## config.mk

```make
export PLATFORM = sky130hd
export DESIGN_NAME = hub75_bitplane_shifter
export DESIGN_NICKNAME = d
export VERILOG_FILES = /design/src/rtl/hub75_pkg.sv /design/src/rtl/bcm_on_timer.sv /design/src/rtl/hub75_bitplane_shifter.sv
export SDC_FILE = /design/constraint.sdc
export NUM_CORES = 1
export LEC_CHECK = 0
export ABC_AREA = 1
export CORE_ASPECT_RATIO = 0.6
export CORE_MARGIN = 5
export CORE_UTILIZATION = 35
export DETAILED_ROUTE_END_ITERATION = 6
export HOLD_SLACK_MARGIN = 0.1
export MAX_ROUTING_LAYER = met4
export PLACE_DENSITY = 0.64
export SYNTH_ARGS = -nofsm -noshare
export SYNTH_HDL_FRONTEND = slang
export SYNTH_HIERARCHICAL = 1
export SYNTH_SLANG_ARGS = --single-unit
```

## constraint.sdc

```tcl
create_clock -name CLK -period 4.7 [get_ports CLK]
set_input_delay 0.47 -clock CLK [delete_from_list [all_inputs] [get_ports CLK]]
set_output_delay 0.47 -clock CLK [all_outputs]
set_load 0.02 [all_outputs]
```

## src/rtl/hub75_pkg.sv

```systemverilog
// Shared types and constants for the HUB75 bit-plane scanner.
package hub75_pkg;

  typedef enum logic [2:0] {
    StIdle,
    StFetch,
    StShift,
    StBlank,
    StLatch,
    StDisplay
  } state_e;

  localparam int unsigned LANES    = 3;
  // Lane offsets inside the RD_DATA word, packed {B2..B0, G2..G0, R2..R0}
  localparam int unsigned R_OFFSET = 0;
  localparam int unsigned G_OFFSET = LANES;
  localparam int unsigned B_OFFSET = 2 * LANES;

  // Bits needed to hold the longest on-time, BASE_TIME << (DEPTH-1)
  function automatic int unsigned on_time_width(input int unsigned base_time,
                                                input int unsigned depth);
    int unsigned w;
    w = $clog2((base_time << (depth - 1)) + 1);
    return (w < 1) ? 1 : w;
  endfunction

endpackage

```

## src/rtl/bcm_on_timer.sv

```systemverilog
// BCM on-time down-counter: loads BASE_TIME << plane, counts to zero, flags done.
module bcm_on_timer
  import hub75_pkg::*;
#(
  parameter int unsigned BASE_TIME = 4,
  parameter int unsigned DEPTH     = 8,
  parameter int unsigned PLANE_W   = 3
) (
  input  logic               clk_i,
  input  logic               rst_ni,
  input  logic               load_i,
  input  logic [PLANE_W-1:0] plane_i,
  output logic               done_o
);

  localparam int unsigned CntW = on_time_width(BASE_TIME, DEPTH);

  logic [CntW-1:0] cnt_q, cnt_d;

  // Loaded with N-1 so that done is seen on the N-th cycle after the load
  always_comb begin
    cnt_d = cnt_q;
    if (load_i) begin
      cnt_d = CntW'((BASE_TIME << plane_i) - 1);
    end else if (cnt_q != '0) begin
      cnt_d = cnt_q - CntW'(1);
    end
  end

  always_ff @(posedge clk_i) begin
    if (!rst_ni) begin
      cnt_q <= '0;
    end else begin
      cnt_q <= cnt_d;
    end
  end

  assign done_o = (cnt_q == '0);

endmodule

```

## src/rtl/hub75_bitplane_shifter.sv

```systemverilog
// HUB75 BCM row/plane scanner: fetches pixels, shifts one bit-plane out, drives LAT/OE_N/ROW_ADDR.
// Define HUB75_GHOST_BLANK_EN to add BLANK_CYCLES of OE_N=1 after the last plane of each row.
module hub75_bitplane_shifter
  import hub75_pkg::*;
#(
  parameter int unsigned COLS         = 128,
  parameter int unsigned DEPTH        = 8,
  parameter int unsigned ROW_BITS     = 4,
  parameter int unsigned BASE_TIME    = 4,
  parameter int unsigned BLANK_CYCLES = 2
) (
  input  logic                             CLK,
  input  logic                             RST_N,
  input  logic                             ENABLE,
  output logic [$clog2(COLS)+ROW_BITS-1:0] RD_ADDR,
  input  logic [9*DEPTH-1:0]               RD_DATA,
  output logic [LANES-1:0]                 OUT_R,
  output logic [LANES-1:0]                 OUT_G,
  output logic [LANES-1:0]                 OUT_B,
  output logic                             SHIFT_ENA,
  output logic                             LAT,
  output logic                             OE_N,
  output logic [ROW_BITS-1:0]              ROW_ADDR,
  output logic                             FRAME_DONE
);

  localparam int unsigned ColW   = $clog2(COLS);
  localparam int unsigned PlaneW = (DEPTH > 1) ? $clog2(DEPTH) : 1;
  localparam int unsigned BlankW = $clog2(BLANK_CYCLES + 1);

  state_e              state_q, state_d;
  logic [ColW-1:0]     col_q, col_d;
  logic [BlankW-1:0]   blank_q, blank_d;
  logic [PlaneW-1:0]   plane_q, plane_d;
  logic [ROW_BITS-1:0] row_q, row_d;
  logic [ROW_BITS-1:0] row_addr_q, row_addr_d;
  logic                rd_valid_q, rd_valid_d;
  logic                shift_ena_q, shift_ena_d;
  logic [LANES-1:0]    out_r_q, out_r_d, out_g_q, out_g_d, out_b_q, out_b_d;
  logic                frame_done_q, frame_done_d;
  logic                ghost_q, ghost_d;
  logic                timer_done;
  logic [3*LANES-1:0]  plane_bit;

  for (genvar l = 0; l < 3 * LANES; l++) begin : g_lane
    logic [DEPTH-1:0] lane_bits;
    assign lane_bits    = RD_DATA[l*DEPTH +: DEPTH];
    assign plane_bit[l] = lane_bits[plane_q];
  end

  bcm_on_timer #(
    .BASE_TIME(BASE_TIME),
    .DEPTH    (DEPTH),
    .PLANE_W  (PlaneW)
  ) u_on_timer (
    .clk_i  (CLK),
    .rst_ni (RST_N),
    .load_i (state_q == StLatch),
    .plane_i(plane_q),
    .done_o (timer_done)
  );

  always_comb begin
    state_d      = state_q;
    col_d        = col_q;
    blank_d      = blank_q;
    plane_d      = plane_q;
    row_d        = row_q;
    row_addr_d   = row_addr_q;
    rd_valid_d   = 1'b0;
    frame_done_d = 1'b0;
    ghost_d      = ghost_q;

    unique case (state_q)
      StIdle: begin
        if (ENABLE) state_d = StFetch;
      end
      StFetch: begin
        rd_valid_d = 1'b1;
        if (col_q == ColW'(COLS - 1)) begin
          col_d   = '0;
          state_d = StShift;
        end else begin
          col_d = col_q + ColW'(1);
        end
      end
      StShift: begin
        // Leave once the last fetched beat has been registered
        if (!rd_valid_q) begin
          state_d    = StBlank;
          blank_d    = '0;
          ghost_d    = 1'b0;
          row_addr_d = row_q;
        end
      end
      StBlank: begin
        if (blank_q == BlankW'(BLANK_CYCLES - 1)) begin
          blank_d = '0;
          ghost_d = 1'b0;
          state_d = ghost_q ? StFetch : StLatch;
        end else begin
          blank_d = blank_q + BlankW'(1);
        end
      end
      StLatch: begin
        state_d = StDisplay;
      end
      StDisplay: begin
        if (timer_done) begin
          if (plane_q != PlaneW'(DEPTH - 1)) begin
            plane_d = plane_q + PlaneW'(1);
            state_d = StFetch;
          end else begin
            plane_d      = '0;
            row_d        = row_q + ROW_BITS'(1);
            frame_done_d = (row_q == '1);
            if ((row_q == '1) && !ENABLE) begin
              state_d = StIdle;
            end else begin
`ifdef HUB75_GHOST_BLANK_EN
              state_d = StBlank;
              blank_d = '0;
              ghost_d = 1'b1;
`else
              state_d = StFetch;
`endif
            end
          end
        end
      end
      default: state_d = StIdle;
    endcase
  end

  always_comb begin
    shift_ena_d = rd_valid_q;
    out_r_d     = out_r_q;
    out_g_d     = out_g_q;
    out_b_d     = out_b_q;
    if (rd_valid_q) begin
      out_r_d = plane_bit[R_OFFSET +: LANES];
      out_g_d = plane_bit[G_OFFSET +: LANES];
      out_b_d = plane_bit[B_OFFSET +: LANES];
    end
  end

  always_ff @(posedge CLK) begin
    if (!RST_N) begin
      state_q      <= StIdle;
      col_q        <= '0;
      blank_q      <= '0;
      plane_q      <= '0;
      row_q        <= '0;
      row_addr_q   <= '0;
      rd_valid_q   <= 1'b0;
      shift_ena_q  <= 1'b0;
      out_r_q      <= '0;
      out_g_q      <= '0;
      out_b_q      <= '0;
      frame_done_q <= 1'b0;
      ghost_q      <= 1'b0;
    end else begin
      state_q      <= state_d;
      col_q        <= col_d;
      blank_q      <= blank_d;
      plane_q      <= plane_d;
      row_q        <= row_d;
      row_addr_q   <= row_addr_d;
      rd_valid_q   <= rd_valid_d;
      shift_ena_q  <= shift_ena_d;
      out_r_q      <= out_r_d;
      out_g_q      <= out_g_d;
      out_b_q      <= out_b_d;
      frame_done_q <= frame_done_d;
      ghost_q      <= ghost_d;
    end
  end

  assign RD_ADDR    = {row_q, col_q};
  assign OUT_R      = out_r_q;
  assign OUT_G      = out_g_q;
  assign OUT_B      = out_b_q;
  assign SHIFT_ENA  = shift_ena_q;
  assign LAT        = (state_q == StLatch);
  assign OE_N       = (state_q != StDisplay);
  assign ROW_ADDR   = row_addr_q;
  assign FRAME_DONE = frame_done_q;

endmodule

```

==> summary.txt <==
DRT antenna net count - 0
Critical path cell sequence - nand2_1, inv_1, clkdlybuf4s50_1
Worst skew pair latency - 0.28 ns
CTS tree - done
CTS root buffer - clkbuf_16
Crit path time final - 2.37 ns
R2r startpoint - state_q[0]
R2R depth - 13
Final period util - 50.5%
Ys Warns - 6
Max incr delay on CP - 0.64 ns
Layout cell share with drive strength beyond 1 - 12.9%
GRT Util Overall - 17.2%
Vias - 3034
Max cap viols - 0
Core Area - 8390 sq um
Post-synthesis sequential area ratio - 30.3%
Leakage power - 1.63 nW
Slowest-stage cell, CP - clkdlybuf4s50_1
Seq. cell area - 902 sq um
Relative slew slack - 37.6%
Hold EP - blank_q[1]
H-tree level count - 2
Post-CTS setup buffers - 0
Clock Path Buffers - 2
DRC marker count from the first detailed-route iteration - 269
Residual DRC - 0
CP max FO - 9
Register bit total from synthesis - 45
Cell Area, Synth - 2970 sq um
First-pass GRT wire length - 14300 um
Worst vdd ir - 0.220 mV
Overall routed net length - 8520 um
Maximum clock frequency - 0.421 GHz
Delay-heaviest family, CP - buffers and inverters
CTS sink count - 45
Worst EP arrival - 1.90 ns
Row count - 26
Final Skew - 0.00855 ns
# diodes - 0
Post-Route Utilization - 49.5%
Starting density of the core - 35.4%
Die Y - 81.3 um
Post-CTS Hold Fix Bufs - 0
Power Dens Cells - 387 nW/um^2
WP buf/inv - 2
I/O Buffers - 102
Critical Path Source Type - register
WL/cell - 13.7 um
Final hold violation count - 0
Synthesized instance count - 419
Hold Startpoint - blank_q[1]
Status - complete, no violations
Synth unique cells - 39
Fillers - 819
Reg-to-reg critical path endpoint - u_on_timer/cnt_q[6]
Syn Nets - 499
Vias per inst - 4.86
Mean post-synth cell area - 7.09 sq um
Multi-input logic area - 1720 sq um
Die area - 10500 sq um
HPWL after DPL - 6710 um
Reg2Reg Setup Slack - 2.54 ns
Final setup viols - 0
Final Slew Violations - 0
Reg clk slew, reported paths - 0.07 ns
Hold Crit Class - reg -> reg
Nature of the critical path endpoint - output port
Drt pass-1 iters - 4
Worst-margin pin slew - 0.933 ns
Setup TNS - 0 ns
Req. time, crit path - 4.23 ns
Largest net degree at the start of global routing - 44
I/O pins - 103
Critical path class - reg -> out
Gpl congestion - 0.903
Total CTS buffers - 5
Initial antenna violation count - 0
Resized Gates After CTS - 0
RSZ-0062 raised after global routing - no
Vias in the first global route - 3001
Gr ovfl total - 0
Area growth, synth to finish - 39.9%
Chip width - 129 um
Worst Hold Path Cells - 2
Layout Nets - 591
## cell usage after synthesis, drive strengths merged
library cell,n,area share [%]
nand3,13,3.4
ha,5,2.1
clkbuf,2,0.25
nor3,4,0.84
xor2,3,0.89
o22ai,1,0.21
nor3b,1,0.25
dfxtp,45,30
nor4,1,0.42
clkinv,2,0.25
o21a,1,0.25
o21ai,59,9.9
a31oi,3,0.63
nor2,66,11
nand4,7,2.2
a21oi,46,9.1
buf,17,4.7
nand3b,1,0.25
inv,49,6.5
xnor2,2,0.59
nand2,73,11
o211ai,18,4.6
## cells in the final DEF (no fill, tap or decap), drive strengths merged, types with 2 or more instances in the layout
| cell | instances |
|---|---|
| nor2 | 66 |
| xor2 | 3 |
| ha | 5 |
| o21ai | 59 |
| clkbuf | 6 |
| inv | 50 |
| nand4 | 7 |
| clkinv | 2 |
| a21oi | 46 |
| a31oi | 3 |
| dfxtp | 45 |
| nor3 | 4 |
| xnor2 | 2 |
| clkdlybuf4s50 | 102 |
| o211ai | 18 |
| nand2 | 73 |
| nand3 | 13 |
| buf | 2 |
## stage by stage
stage	setup slack (ns)	instance area (sq um)	cells	hold slack (ns)	power, mW
after floorplan	2.82	2970	419	0.423	1.03
after global placement	2.34	4000	616	0.432	1.24
after detailed placement	2.31	4000	616	0.448	1.25
after CTS	2.32	4150	624	0.459	1.62
after global routing	2.19	4150	624	0.495	1.73
final	2.33	4150	624	0.454	1.61
## report_power, final
part           switching, mW  internal (mW)
clock                  0.146          0.213
sequential            0.0834          0.463
combinational          0.398          0.302
total                  0.628          0.978
## worst register-to-register path, cell delays in order (launching register included)
cell and delay (ns):
dfxtp_1 0.64, nor2_1 0.12, nand2_1 0.11, inv_1 0.13, inv_2 0.27, nor2_2 0.09
nand2_1 0.19, nand3_4 0.10, nor2_4 0.16, nand2_1 0.07, nand2_1 0.05, nand2_1 0.04
nand2_1 0.06, nor2_2 0.04
## worst max-delay path by stage
stage                from                   to  slack [ns]  cells after the start
3_3_place_gp        RST_N           FRAME_DONE        2.34                      3
4_1_cts        state_q[2]                  LAT        2.32                      3
6_report       state_q[2]                  LAT        2.33                      3
2_1_floorplan  state_q[0]  u_on_timer/cnt_q[6]        2.82                     15
5_1_grt        state_q[2]                  LAT        2.19                      3
3_5_place_dp        RST_N           blank_q[1]        2.31                      3
## per-layer routing
layer / vias to the layer above / track usage, % / share of wire, %
met3: 8 / 2.83 / 2.9
met2: 55 / 25.6 / 43
li1: 1576 / - / -
met4: 0 / 3.46 / 1.2
met5: - / - / 0
met1: 1395 / 24.6 / 53
## flip-flops by register name (all words and copies together) (netlist names)
signal            count
OUT_G                 3
blank_q               2
row_q                 4
SHIFT_ENA             1
col_q                 7
u_on_timer/cnt_q     10
rd_valid_q            1
OUT_R                 3
OUT_B                 3
plane_q               3
state_q               3
ROW_ADDR              4
FRAME_DONE            1
## kinds of logic (layout without fill, tap and decap cells)
kind of cell	Yosys count	count (layout)	synth area share, %
compound gates	128	128	24.7
xor+xnor	5	5	1.48
fa+ha+maj	5	5	2.11
buf+inv	70	163	11.8
flops	45	45	30.3
simple gates	166	166	29.6
## area by class of cell
class                           instances  area share (%)
Clock buffer                            6            3.34
Sequential cell                        45            21.7
Timing Repair Buffer                  104            24.9
Tap cell                              112            3.37
Inverter                               51            4.85
Multi-Input combinational cell        304            41.4
Clock inverter                          2           0.392
Power figures use the tool's default switching activity.
